==> src/rtl/alu_sweep_driver_if.sv <==
// Purpose: bundles the ALU operand/response bus and the result stream of alu_sweep_driver.
//   master : driver side (drives alu_* operands and res_* stream, receives ALU response and res_ready)
//   slave  : ALU + result consumer side
// Signals:
//   alu_a, alu_b, alu_sel, alu_carry_in, alu_sign : operands to the ALU
//   alu_out, alu_zero, alu_overflow               : combinational ALU response
//   res_valid, res_ready                          : result stream handshake
//   res_data, res_sel, res_sign, res_zero, res_ovf: result FIFO head fields
//   res_count                                     : result FIFO occupancy
interface alu_sweep_driver_if #(
    parameter int unsigned DATA_W     = 32,
    parameter int unsigned SEL_W      = 4,
    parameter int unsigned FIFO_DEPTH = 4
);
    localparam int unsigned CNT_W = $clog2(FIFO_DEPTH) + 1;

    logic [DATA_W-1:0] alu_a;
    logic [DATA_W-1:0] alu_b;
    logic [SEL_W-1:0]  alu_sel;
    logic              alu_carry_in;
    logic              alu_sign;
    logic [DATA_W-1:0] alu_out;
    logic              alu_zero;
    logic              alu_overflow;

    logic              res_valid;
    logic              res_ready;
    logic [DATA_W-1:0] res_data;
    logic [SEL_W-1:0]  res_sel;
    logic              res_sign;
    logic              res_zero;
    logic              res_ovf;
    logic [CNT_W-1:0]  res_count;

    modport master (
        output alu_a, alu_b, alu_sel, alu_carry_in, alu_sign,
        input  alu_out, alu_zero, alu_overflow,
        output res_valid, res_data, res_sel, res_sign, res_zero, res_ovf, res_count,
        input  res_ready
    );

    modport slave (
        input  alu_a, alu_b, alu_sel, alu_carry_in, alu_sign,
        output alu_out, alu_zero, alu_overflow,
        input  res_valid, res_data, res_sel, res_sign, res_zero, res_ovf, res_count,
        output res_ready
    );
endinterface

==> src/rtl/alu_sweep_driver.sv <==
// Purpose: ALU operand sequencer. On start it latches operands, steps ALU_Sel from
//   sel_first to sel_last (modulo 2**SEL_W), optionally repeating with Sign=1, and
//   captures every ALU response into a show-ahead result FIFO drained by valid/ready.
// Ports:
//   clk, reset_n          : clock, asynchronous active-low reset
//   start                 : begin sweep (sampled only in IDLE)
//   op_a, op_b            : operands, latched on accepted start
//   sel_first, sel_last   : ALU_Sel range, latched on accepted start
//   both_signs, carry_in  : sweep Sign=0 then 1 / CarryIn, latched on accepted start
//   busy, done            : sweep in progress / one-cycle completion pulse
//   bus                   : ALU operand bus and result stream (master side)
module alu_sweep_driver #(
    parameter int unsigned DATA_W        = 32,
    parameter int unsigned SEL_W         = 4,
    parameter int unsigned FIFO_DEPTH    = 4,
    parameter int unsigned SETTLE_CYCLES = 1
) (
    input  logic                clk,
    input  logic                reset_n,
    input  logic                start,
    input  logic [DATA_W-1:0]   op_a,
    input  logic [DATA_W-1:0]   op_b,
    input  logic [SEL_W-1:0]    sel_first,
    input  logic [SEL_W-1:0]    sel_last,
    input  logic                both_signs,
    input  logic                carry_in,
    output logic                busy,
    output logic                done,
    alu_sweep_driver_if.master  bus
);
    localparam int unsigned AW     = $clog2(FIFO_DEPTH);
    localparam int unsigned CNT_W  = AW + 1;
    localparam int unsigned SCNT_W = (SETTLE_CYCLES > 1) ? $clog2(SETTLE_CYCLES) : 1;

    typedef enum logic [1:0] {S_IDLE, S_SETTLE, S_CAPTURE, S_DONE} state_t;

    typedef struct packed {
        logic [DATA_W-1:0] data;
        logic [SEL_W-1:0]  sel;
        logic              sign;
        logic              zero;
        logic              ovf;
    } res_t;

    state_t             r_state;
    state_t             w_next_state;
    logic               w_load;
    logic               w_push;
    logic               w_adv_sel;
    logic               w_restart_sign;
    logic               w_pop;
    logic               w_push_ok;

    logic [DATA_W-1:0]  r_a;
    logic [DATA_W-1:0]  r_b;
    logic [SEL_W-1:0]   r_sel_first;
    logic [SEL_W-1:0]   r_sel_last;
    logic               r_both;
    logic               r_carry;
    logic [SEL_W-1:0]   r_alu_sel;
    logic               r_alu_sign;
    logic [SCNT_W-1:0]  r_scnt;
    logic               r_busy;
    logic               r_done;

    res_t               r_mem [FIFO_DEPTH];
    logic [AW-1:0]      r_wptr;
    logic [AW-1:0]      r_rptr;
    logic [CNT_W-1:0]   r_count;

    // A full FIFO still accepts a push when its head leaves on the same edge.
    assign w_pop     = (r_count != '0) && bus.res_ready;
    assign w_push_ok = (r_count != CNT_W'(FIFO_DEPTH)) || w_pop;

    // FSM state register
    always_ff @(posedge clk or negedge reset_n) begin
        if (!reset_n) begin
            r_state <= S_IDLE;
        end else begin
            r_state <= w_next_state;
        end
    end

    // FSM next-state and datapath controls
    always_comb begin
        w_next_state   = r_state;
        w_load         = 1'b0;
        w_push         = 1'b0;
        w_adv_sel      = 1'b0;
        w_restart_sign = 1'b0;
        case (r_state)
            S_IDLE: begin
                if (start) begin
                    w_load       = 1'b1;
                    w_next_state = S_SETTLE;
                end
            end
            S_SETTLE: begin
                if (r_scnt == SCNT_W'(SETTLE_CYCLES - 1)) begin
                    w_next_state = S_CAPTURE;
                end
            end
            S_CAPTURE: begin
                if (w_push_ok) begin
                    w_push = 1'b1;
                    if (r_alu_sel != r_sel_last) begin
                        w_adv_sel    = 1'b1;
                        w_next_state = S_SETTLE;
                    end else if (r_both && !r_alu_sign) begin
                        w_restart_sign = 1'b1;
                        w_next_state   = S_SETTLE;
                    end else begin
                        w_next_state = S_DONE;
                    end
                end
            end
            S_DONE: begin
                w_next_state = S_IDLE;
            end
            default: begin
                w_next_state = S_IDLE;
            end
        endcase
    end

    // Latched sweep configuration, ALU drive registers, status outputs
    always_ff @(posedge clk or negedge reset_n) begin
        if (!reset_n) begin
            r_a         <= '0;
            r_b         <= '0;
            r_sel_first <= '0;
            r_sel_last  <= '0;
            r_both      <= 1'b0;
            r_carry     <= 1'b0;
            r_alu_sel   <= '0;
            r_alu_sign  <= 1'b0;
            r_scnt      <= '0;
            r_busy      <= 1'b0;
            r_done      <= 1'b0;
        end else begin
            r_busy <= (w_next_state != S_IDLE);
            r_done <= (w_next_state == S_DONE);
            // Counter runs only while settling, so it is zero on every SETTLE entry.
            r_scnt <= (r_state == S_SETTLE) ? r_scnt + SCNT_W'(1) : '0;
            if (w_load) begin
                r_a         <= op_a;
                r_b         <= op_b;
                r_sel_first <= sel_first;
                r_sel_last  <= sel_last;
                r_both      <= both_signs;
                r_carry     <= carry_in;
                r_alu_sel   <= sel_first;
                r_alu_sign  <= 1'b0;
            end else if (w_adv_sel) begin
                r_alu_sel <= r_alu_sel + SEL_W'(1);
            end else if (w_restart_sign) begin
                r_alu_sel  <= r_sel_first;
                r_alu_sign <= 1'b1;
            end
        end
    end

    // Show-ahead result FIFO
    always_ff @(posedge clk or negedge reset_n) begin
        if (!reset_n) begin
            for (int i = 0; i < int'(FIFO_DEPTH); i++) begin
                r_mem[i] <= '0;
            end
            r_wptr  <= '0;
            r_rptr  <= '0;
            r_count <= '0;
        end else begin
            if (w_push) begin
                r_mem[r_wptr] <= '{data: bus.alu_out, sel: r_alu_sel, sign: r_alu_sign,
                                   zero: bus.alu_zero, ovf: bus.alu_overflow};
                r_wptr        <= r_wptr + AW'(1);
            end
            if (w_pop) begin
                r_rptr <= r_rptr + AW'(1);
            end
            case ({w_push, w_pop})
                2'b10:   r_count <= r_count + CNT_W'(1);
                2'b01:   r_count <= r_count - CNT_W'(1);
                default: r_count <= r_count;
            endcase
        end
    end

    assign busy             = r_busy;
    assign done             = r_done;
    assign bus.alu_a        = r_a;
    assign bus.alu_b        = r_b;
    assign bus.alu_sel      = r_alu_sel;
    assign bus.alu_sign     = r_alu_sign;
    assign bus.alu_carry_in = r_carry;
    assign bus.res_valid    = (r_count != '0);
    assign bus.res_count    = r_count;
    assign bus.res_data     = r_mem[r_rptr].data;
    assign bus.res_sel      = r_mem[r_rptr].sel;
    assign bus.res_sign     = r_mem[r_rptr].sign;
    assign bus.res_zero     = r_mem[r_rptr].zero;
    assign bus.res_ovf      = r_mem[r_rptr].ovf;
endmodule
==> src/flat_wrapper.sv <==
// flat-port wrapper written by rule: the top's interface ports become plain ports
module alu_sweep_driver_flat 
#(
    parameter int unsigned DATA_W        = 32,
    parameter int unsigned SEL_W         = 4,
    parameter int unsigned FIFO_DEPTH    = 4,
    parameter int unsigned SETTLE_CYCLES = 1
)
  (clk, reset_n, start, op_a, op_b, sel_first, sel_last, both_signs, carry_in, busy, done, bus_alu_a, bus_alu_b, bus_alu_sel, bus_alu_carry_in, bus_alu_sign, bus_alu_out, bus_alu_zero, bus_alu_overflow, bus_res_valid, bus_res_data, bus_res_sel, bus_res_sign, bus_res_zero, bus_res_ovf, bus_res_count, bus_res_ready);
  alu_sweep_driver_if #(.DATA_W(DATA_W), .SEL_W(SEL_W), .FIFO_DEPTH(FIFO_DEPTH)) bus_i ();
  input  logic clk;
  input  logic reset_n;
  input  logic start;
  input  logic [DATA_W-1:0] op_a;
  input  logic [DATA_W-1:0] op_b;
  input  logic [SEL_W-1:0] sel_first;
  input  logic [SEL_W-1:0] sel_last;
  input  logic both_signs;
  input  logic carry_in;
  output logic busy;
  output logic done;
  output wire logic [$bits(bus_i.alu_a)-1:0] bus_alu_a;
  output wire logic [$bits(bus_i.alu_b)-1:0] bus_alu_b;
  output wire logic [$bits(bus_i.alu_sel)-1:0] bus_alu_sel;
  output wire logic [$bits(bus_i.alu_carry_in)-1:0] bus_alu_carry_in;
  output wire logic [$bits(bus_i.alu_sign)-1:0] bus_alu_sign;
  input wire logic [$bits(bus_i.alu_out)-1:0] bus_alu_out;
  input wire logic [$bits(bus_i.alu_zero)-1:0] bus_alu_zero;
  input wire logic [$bits(bus_i.alu_overflow)-1:0] bus_alu_overflow;
  output wire logic [$bits(bus_i.res_valid)-1:0] bus_res_valid;
  output wire logic [$bits(bus_i.res_data)-1:0] bus_res_data;
  output wire logic [$bits(bus_i.res_sel)-1:0] bus_res_sel;
  output wire logic [$bits(bus_i.res_sign)-1:0] bus_res_sign;
  output wire logic [$bits(bus_i.res_zero)-1:0] bus_res_zero;
  output wire logic [$bits(bus_i.res_ovf)-1:0] bus_res_ovf;
  output wire logic [$bits(bus_i.res_count)-1:0] bus_res_count;
  input wire logic [$bits(bus_i.res_ready)-1:0] bus_res_ready;
  assign bus_alu_a = bus_i.alu_a;
  assign bus_alu_b = bus_i.alu_b;
  assign bus_alu_sel = bus_i.alu_sel;
  assign bus_alu_carry_in = bus_i.alu_carry_in;
  assign bus_alu_sign = bus_i.alu_sign;
  assign bus_i.alu_out = bus_alu_out;
  assign bus_i.alu_zero = bus_alu_zero;
  assign bus_i.alu_overflow = bus_alu_overflow;
  assign bus_res_valid = bus_i.res_valid;
  assign bus_res_data = bus_i.res_data;
  assign bus_res_sel = bus_i.res_sel;
  assign bus_res_sign = bus_i.res_sign;
  assign bus_res_zero = bus_i.res_zero;
  assign bus_res_ovf = bus_i.res_ovf;
  assign bus_res_count = bus_i.res_count;
  assign bus_i.res_ready = bus_res_ready;
  alu_sweep_driver #(.DATA_W(DATA_W), .SEL_W(SEL_W), .FIFO_DEPTH(FIFO_DEPTH), .SETTLE_CYCLES(SETTLE_CYCLES)) u_core (.clk(clk), .reset_n(reset_n), .start(start), .op_a(op_a), .op_b(op_b), .sel_first(sel_first), .sel_last(sel_last), .both_signs(both_signs), .carry_in(carry_in), .busy(busy), .done(done), .bus(bus_i));
endmodule
==> config.mk <==
export PLATFORM = sky130hd
export DESIGN_NAME = alu_sweep_driver_flat
export DESIGN_NICKNAME = d
export VERILOG_FILES = /design/src/rtl/alu_sweep_driver_if.sv /design/src/rtl/alu_sweep_driver.sv /design/src/flat_wrapper.sv
export SDC_FILE = /design/constraint.sdc
export NUM_CORES = 1
export LEC_CHECK = 0
export ABC_AREA = 1
export BUFFER_PORTS_ARGS = -buffer_cell sky130_fd_sc_hd__buf_2
export CAP_MARGIN = 20
export CORE_MARGIN = 2
export CORE_UTILIZATION = 59
export DETAILED_ROUTE_END_ITERATION = 10
export PLACE_DENSITY_LB_ADDON = 0.08
export SLEW_MARGIN = 30
export SYNTH_ARGS = -nofsm -noshare
export SYNTH_HDL_FRONTEND = slang
export SYNTH_SLANG_ARGS = --single-unit
==> constraint.sdc <==
create_clock -name clk -period 4.3 [get_ports clk]
set_input_delay 0.43 -clock clk [delete_from_list [all_inputs] [get_ports clk]]
set_output_delay 0.43 -clock clk [all_outputs]
set_load 0.02 [all_outputs]
## Word-level counts from Yosys, hierarchy flattened

Index checks and enable logic that the tools add are counted.

| storage, ports and cells | value |
|---|---|
| register bits after elaboration | 247 |
| output and inout port bits | 115 |

| operators by class | value |
|---|---|
| add/sub/neg operators | 6 |
| order comparisons | 3 |
| equality and inequality tests | 9 |
| mux-type cells | 31 |
| bitwise operators | 2 |
| reduce and logical (&&, ||, !) cells | 12 |

Operator list:

| cell | count |
|---|---|
| $bwmux 156 | 1 |
| $mux 39 | 3 |
| $bmux 39 s2 | 1 |
| $demux 39 s2 | 1 |
| $mux 1 | 15 |
| $mux 4 | 3 |
| $mux 2 | 5 |
| $eq 2x2->1 const B | 4 |
| $pmux 2 s4 | 1 |
| $ge 3x3->1 const B | 2 |
| $not 2->3 | 2 |
| $pmux 3 s2 | 1 |
| $reduce_bool 2->1 | 3 |
| $reduce_bool 3->1 | 2 |
| $add 2x1->2 const B | 2 |
| $add 4x1->4 const B | 1 |
| $eq 2x1->1 const B | 2 |
| $ne 4x4->1 | 1 |
| $add 3x1->3 const B | 1 |
| $logic_and 1x1->1 | 3 |
| $lt 3x1->1 const B | 1 |
| $ne 3x3->1 const B | 1 |
| $sub 3x1->3 const B | 1 |
| $logic_not 2->1 | 1 |
| other kinds (5) | 5 |

## Depth between registers and ports, before layout

| logic depth | value |
|---|---|
| depth in word-level cells | 9 |
| gate-level depth with buffers | 12 |

## Least setup slack after synthesis

Ideal clock, no wire load.

| timing | value |
|---|---|
| path type | reg-to-reg |
| start | register u_core.r_count[2] (netlist: u_core.bus.res_count[2]) |
| end | register u_core.r_count[2] (netlist: u_core.bus.res_count[2]) |
| library setup time | 0.131 ns |
| data arrival time | 2.243 ns |
| data required time | 4.169 ns |
| setup slack | 1.927 ns |
| cell stages (with the launch flop) | 13 |
| cell sequence | dfrtp_1 inv_1 nor2_1 a21oi_4 inv_4 buf_6 buf_6 ha_1 inv_1 fa_1 a21oi_1 o21ai_0 xor2_1 |

| between the ends | value |
|---|---|
| cells in the longest elaborated chain, start to end | 7 |

RTL lines:

| item | RTL line | RTL |
|---|---|---|
| start: declaration | alu_sweep_driver.sv:69 | `logic [CNT_W-1:0] r_count;` |
| start signal: assignment | alu_sweep_driver.sv:182 | `2'b10: r_count <= r_count + CNT_W'(1);` |
| start signal: assignment | alu_sweep_driver.sv:183 | `2'b01: r_count <= r_count - CNT_W'(1);` |
| start signal: assignment | alu_sweep_driver.sv:184 | `default: r_count <= r_count;` |
| $reduce_bool 3->1 | alu_sweep_driver.sv:72 | `assign w_pop = (r_count != '0) && bus.res_ready;` |
| $logic_and 1x1->1 | alu_sweep_driver.sv:72 |  |
| $logic_or 1x1->1 | alu_sweep_driver.sv:73 | `assign w_push_ok = (r_count != CNT_W'(FIFO_DEPTH)) \|\| w_pop;` |
| $mux 1 | alu_sweep_driver.sv:104 | `if (w_push_ok) begin` |
| $mux 1 | alu_sweep_driver.sv:91 | `case (r_state)` |
| $eq 2x1->1 or $eq 2x2->1 (tied branches) | alu_sweep_driver.sv:181 | `case ({w_push, w_pop})` |
| $pmux 3 s2 or $reduce_bool 2->1 (tied branches) | n/a |  |

Several ways; a longest one is shown, not always the timed one.
A chain may end at the register's enable or synchronous reset.

## Worst setup path after layout

| timing | value |
|---|---|
| start | register u_core.r_rptr[0] |
| end | output port bus_res_data[29] |

| between the ends | value |
|---|---|
| cells in the longest elaborated chain, start to end | 4 |

RTL lines:

| item | RTL line | RTL |
|---|---|---|
| start: declaration | alu_sweep_driver.sv:68 | `logic [AW-1:0] r_rptr;` |
| start signal: assignment | alu_sweep_driver.sv:179 | `r_rptr <= r_rptr + AW'(1);` |
| $not 2->3 (not written as such) | alu_sweep_driver.sv:198 | `assign bus.res_data = r_mem[r_rptr].data;` |
| $bmux 39 s2 | alu_sweep_driver.sv:198 |  |
| $mux 39 (not written as such) (2 in a row) | alu_sweep_driver.sv:198 |  |
| end: declaration | flat_wrapper.sv:31 | `output wire logic [$bits(bus_i.res_data)-1:0] bus_res_data;` |

Every way passes these cells. The select of a mux whose other input is x is not followed.

==> results_dict.tcl <==
set metrics [dict create \
    drc 0 \
    grt_overflow 0 \
    grt_pass1_vias 9263 \
    worstPathRequired_ns 3.87 \
    fp-row-count 50 \
    fp.dieH_um 141 \
    multiInputGateArea_mm2 0.00429 \
    finalWirelength_mm 28.6 \
    mostFrequentLayoutCells "nand2_1, dfrtp_1, buf_2, o21ai_1, o21ai_0" \
    cts_resized 0 \
    hold_class "in2reg" \
    syn_nets 1434 \
    tightestPinTransition_ns 0.911 \
    timing.slew.headroom 0.392 \
    die_x_um 141 \
    yosys.area.top_type "dfrtp_1" \
    clk_latency_ns 0.53 \
    pre_cts_ws_ns 1.67 \
    place_area_mm2 0.0121 \
    path_class "reg2out" \
    worst-path-max-fanout 49 \
    place_congestion 0.810 \
    ioPinCount 227 \
    worst_setup_path_start_kind "register" \
    regArea_mm2 0.00618 \
    seq_area_frac_synth 0.558 \
    p_leak_nw 6.67 \
    vdd_drop_max_mv 0.534 \
    io_buffers 226 \
    viasPerCell 5.39 \
    core_mm2 0.0186 \
    avgRoutedWirePerCell_um 16.3 \
    synth_edf_count 0 \
    syn_inst 1315 \
    power_density_mw_per_mm2 892 \
    clk_path_buf_depth 3 \
    status "finished clean" \
    synth_cell_types 31 \
    async_flop_share 1.00 \
    setup_tns_ns 0 \
    fmax_mhz 330 \
    fin_worst_skew_ns 0.0158 \
    mappedNetlistArea_mm2 0.0111 \
    cts_hold_buf 1 \
    slew_violations 0 \
    dp_hpwl_mm 17.2 \
    dieArea_mm2 0.0199 \
    synth_top_area_frac 0.558 \
    grt_use_total 0.289 \
    cts_tree "done" \
    drv_cap 0 \
    arrival_ns 2.60 \
    layout_commonest_cell "nand2_1" \
    drt_first_pass_iters 5 \
    initial_core_util 0.596 \
    yosys_warnings 0 \
    setup_ws_ns 1.27 \
    final_area_mm2 0.0132 \
    grt_pass1_wl_mm 46.9 \
    drive_gt1_frac 0.207 \
    hold_viol_final 0 \
    post_cts_buffers 0 \
    fill_cells 1503 \
    grt_max_degree 116 \
    synth_seq_cells 247 \
    min_period_ns 3.03 \
    p_total_w 0.0117 \
    antenna_found_initial 2 \
    synthTopCellsByArea "dfrtp_1, nand2_1, o21ai_1, o21ai_0, nor2_1" \
    avgSynthCellArea_um2 8.43 \
    rsz0062_at_grt "false" \
    fin_nets 1617 \
    root_buffer "clkbuf_16" \
    drtIter0Drc 713 \
    areaGrowthSynthToFinish_pct 18.7 \
    clkSlewWorstSetupHoldPaths_ns 0.06 \
    numCtsBuffers 27 \
    clkSinkCount 247 \
    final_antenna_net_count 0 \
    fin_crit_sh 0.704 \
    h-tree-depth 1 \
    synth_top_flop_cell "dfrtp_1" \
    dr_total_vias 9451 \
    setup_viol 0 \
    endpoint_kind "output port" \
]
power breakdown:
group / internal, W / switching [W] / leakage [nW]
Combinational: 0.00159 / 0.00351 / 3.21
Sequential: 0.00347 / 0.000623 / 2.97
Clock: 0.00158 / 0.000954 / 0.479
Total: 0.00664 / 0.00508 / 6.67
critical path, cell delays in order (launching register included):
cell and delay (ns):
dfrtp_2 0.40, inv_2 0.60, buf_4 0.44, o21ai_0 0.13, o22ai_1 0.24, buf_2 0.22
Yosys cell counts (3+ instances only):
| cell type | number |
|---|---|
| nand4_1 | 4 |
| o21ai_2 | 10 |
| nand3_1 | 11 |
| o22ai_1 | 39 |
| xor2_1 | 5 |
| buf_6 | 16 |
| ha_1 | 6 |
| o21ai_1 | 123 |
| nand2_1 | 534 |
| inv_1 | 26 |
| buf_2 | 13 |
| buf_4 | 7 |
| o21a_1 | 20 |
| inv_2 | 7 |
| a21oi_1 | 3 |
| o21ai_0 | 94 |
| buf_1 | 15 |
| nor2_1 | 85 |
| clkbuf_1 | 35 |
| nor2_8 | 4 |
| dfrtp_1 | 247 |
path summary, 6_finish.rpt:
path | startpoint | end | slack, ns | depth (start not counted)
max | u_core.r_rptr[0]$_DFFE_PN0P_ | bus_res_data[29] | 1.27 | 5
min | op_a[16] | u_core.bus.alu_a[16]$_DFFE_PN0P_ | 0.08 | 3
max reg2reg | u_core.r_state[0]$_DFF_PN0_ | u_core.r_mem[119]$_DFFE_PN0P_ | 1.67 | 7
min reg2reg | u_core.r_scnt$_DFF_PN0_ | u_core.r_scnt$_DFF_PN0_ | 0.46 | 1
max in group asynchronous | reset_n | u_core.r_mem[77]$_DFFE_PN0P_ | 2.62 | 4
min in group asynchronous | reset_n | u_core.r_mem[127]$_DFFE_PN0P_ | 0.34 | 2
per-stage QoR:
| stage | cells | util | hold WS, ns |
|---|---|---|---|
| after global placement | 1701 | 0.653 | 0.423 |
| after detailed placement | 1701 | 0.653 | 0.433 |
| final | 1754 | 0.708 | 0.0837 |
| after global routing | 1754 | 0.708 | 0.0738 |
| after floorplan | 1315 | - | 0.134 |
| after CTS | 1752 | 0.706 | 0.0680 |
final cells by class:
type,instances,area share
flip-flops and latches,247,0.470
clock inverters,11,0.0152
inverters,34,0.00989
clock buffers,39,0.0601
repair buffers,240,0.0964
diodes,1,0.000190
multi-input cells,948,0.326
well taps,234,0.0223
kinds of logic (layout without fill, tap and decap cells):
group,after synthesis,count (layout),share of synthesized area
adder cells (fa/ha/maj),7,7,0.00858
XOR/XNOR,7,7,0.00553
buffers and inverters,120,324,0.0555
other,0,1,0
flip-flops,247,247,0.558
AND/OR/NAND/NOR,643,643,0.228
AO/OA/AOI/OAI,291,291,0.145
flip-flops by register name, indices dropped and copies added (netlist names):
signal	cells
u_core.bus.alu_sel	4
u_core.bus.alu_sign	1
u_core.bus.alu_a	32
u_core.bus.res_count	3
u_core.r_both	1
u_core.r_rptr	2
u_core.r_wptr	2
u_core.busy	1
u_core.r_scnt	1
u_core.r_state	2
u_core.r_sel_last	4
u_core.r_sel_first	4
u_core.bus.alu_b	32
u_core.bus.alu_carry_in	1
u_core.r_mem	156
u_core.done	1
metal layers:
metal,up-vias,part of all wire,wire (um),GRT usage
li1,4609,-,-,-
met1,4504,0.43,12200,0.399
met2,292,0.48,13800,0.471
met3,44,0.070,2000,0.0635
met4,2,0.019,544,0.0758
met5,-,0.00038,11,0
Power figures use the tool's default switching activity.
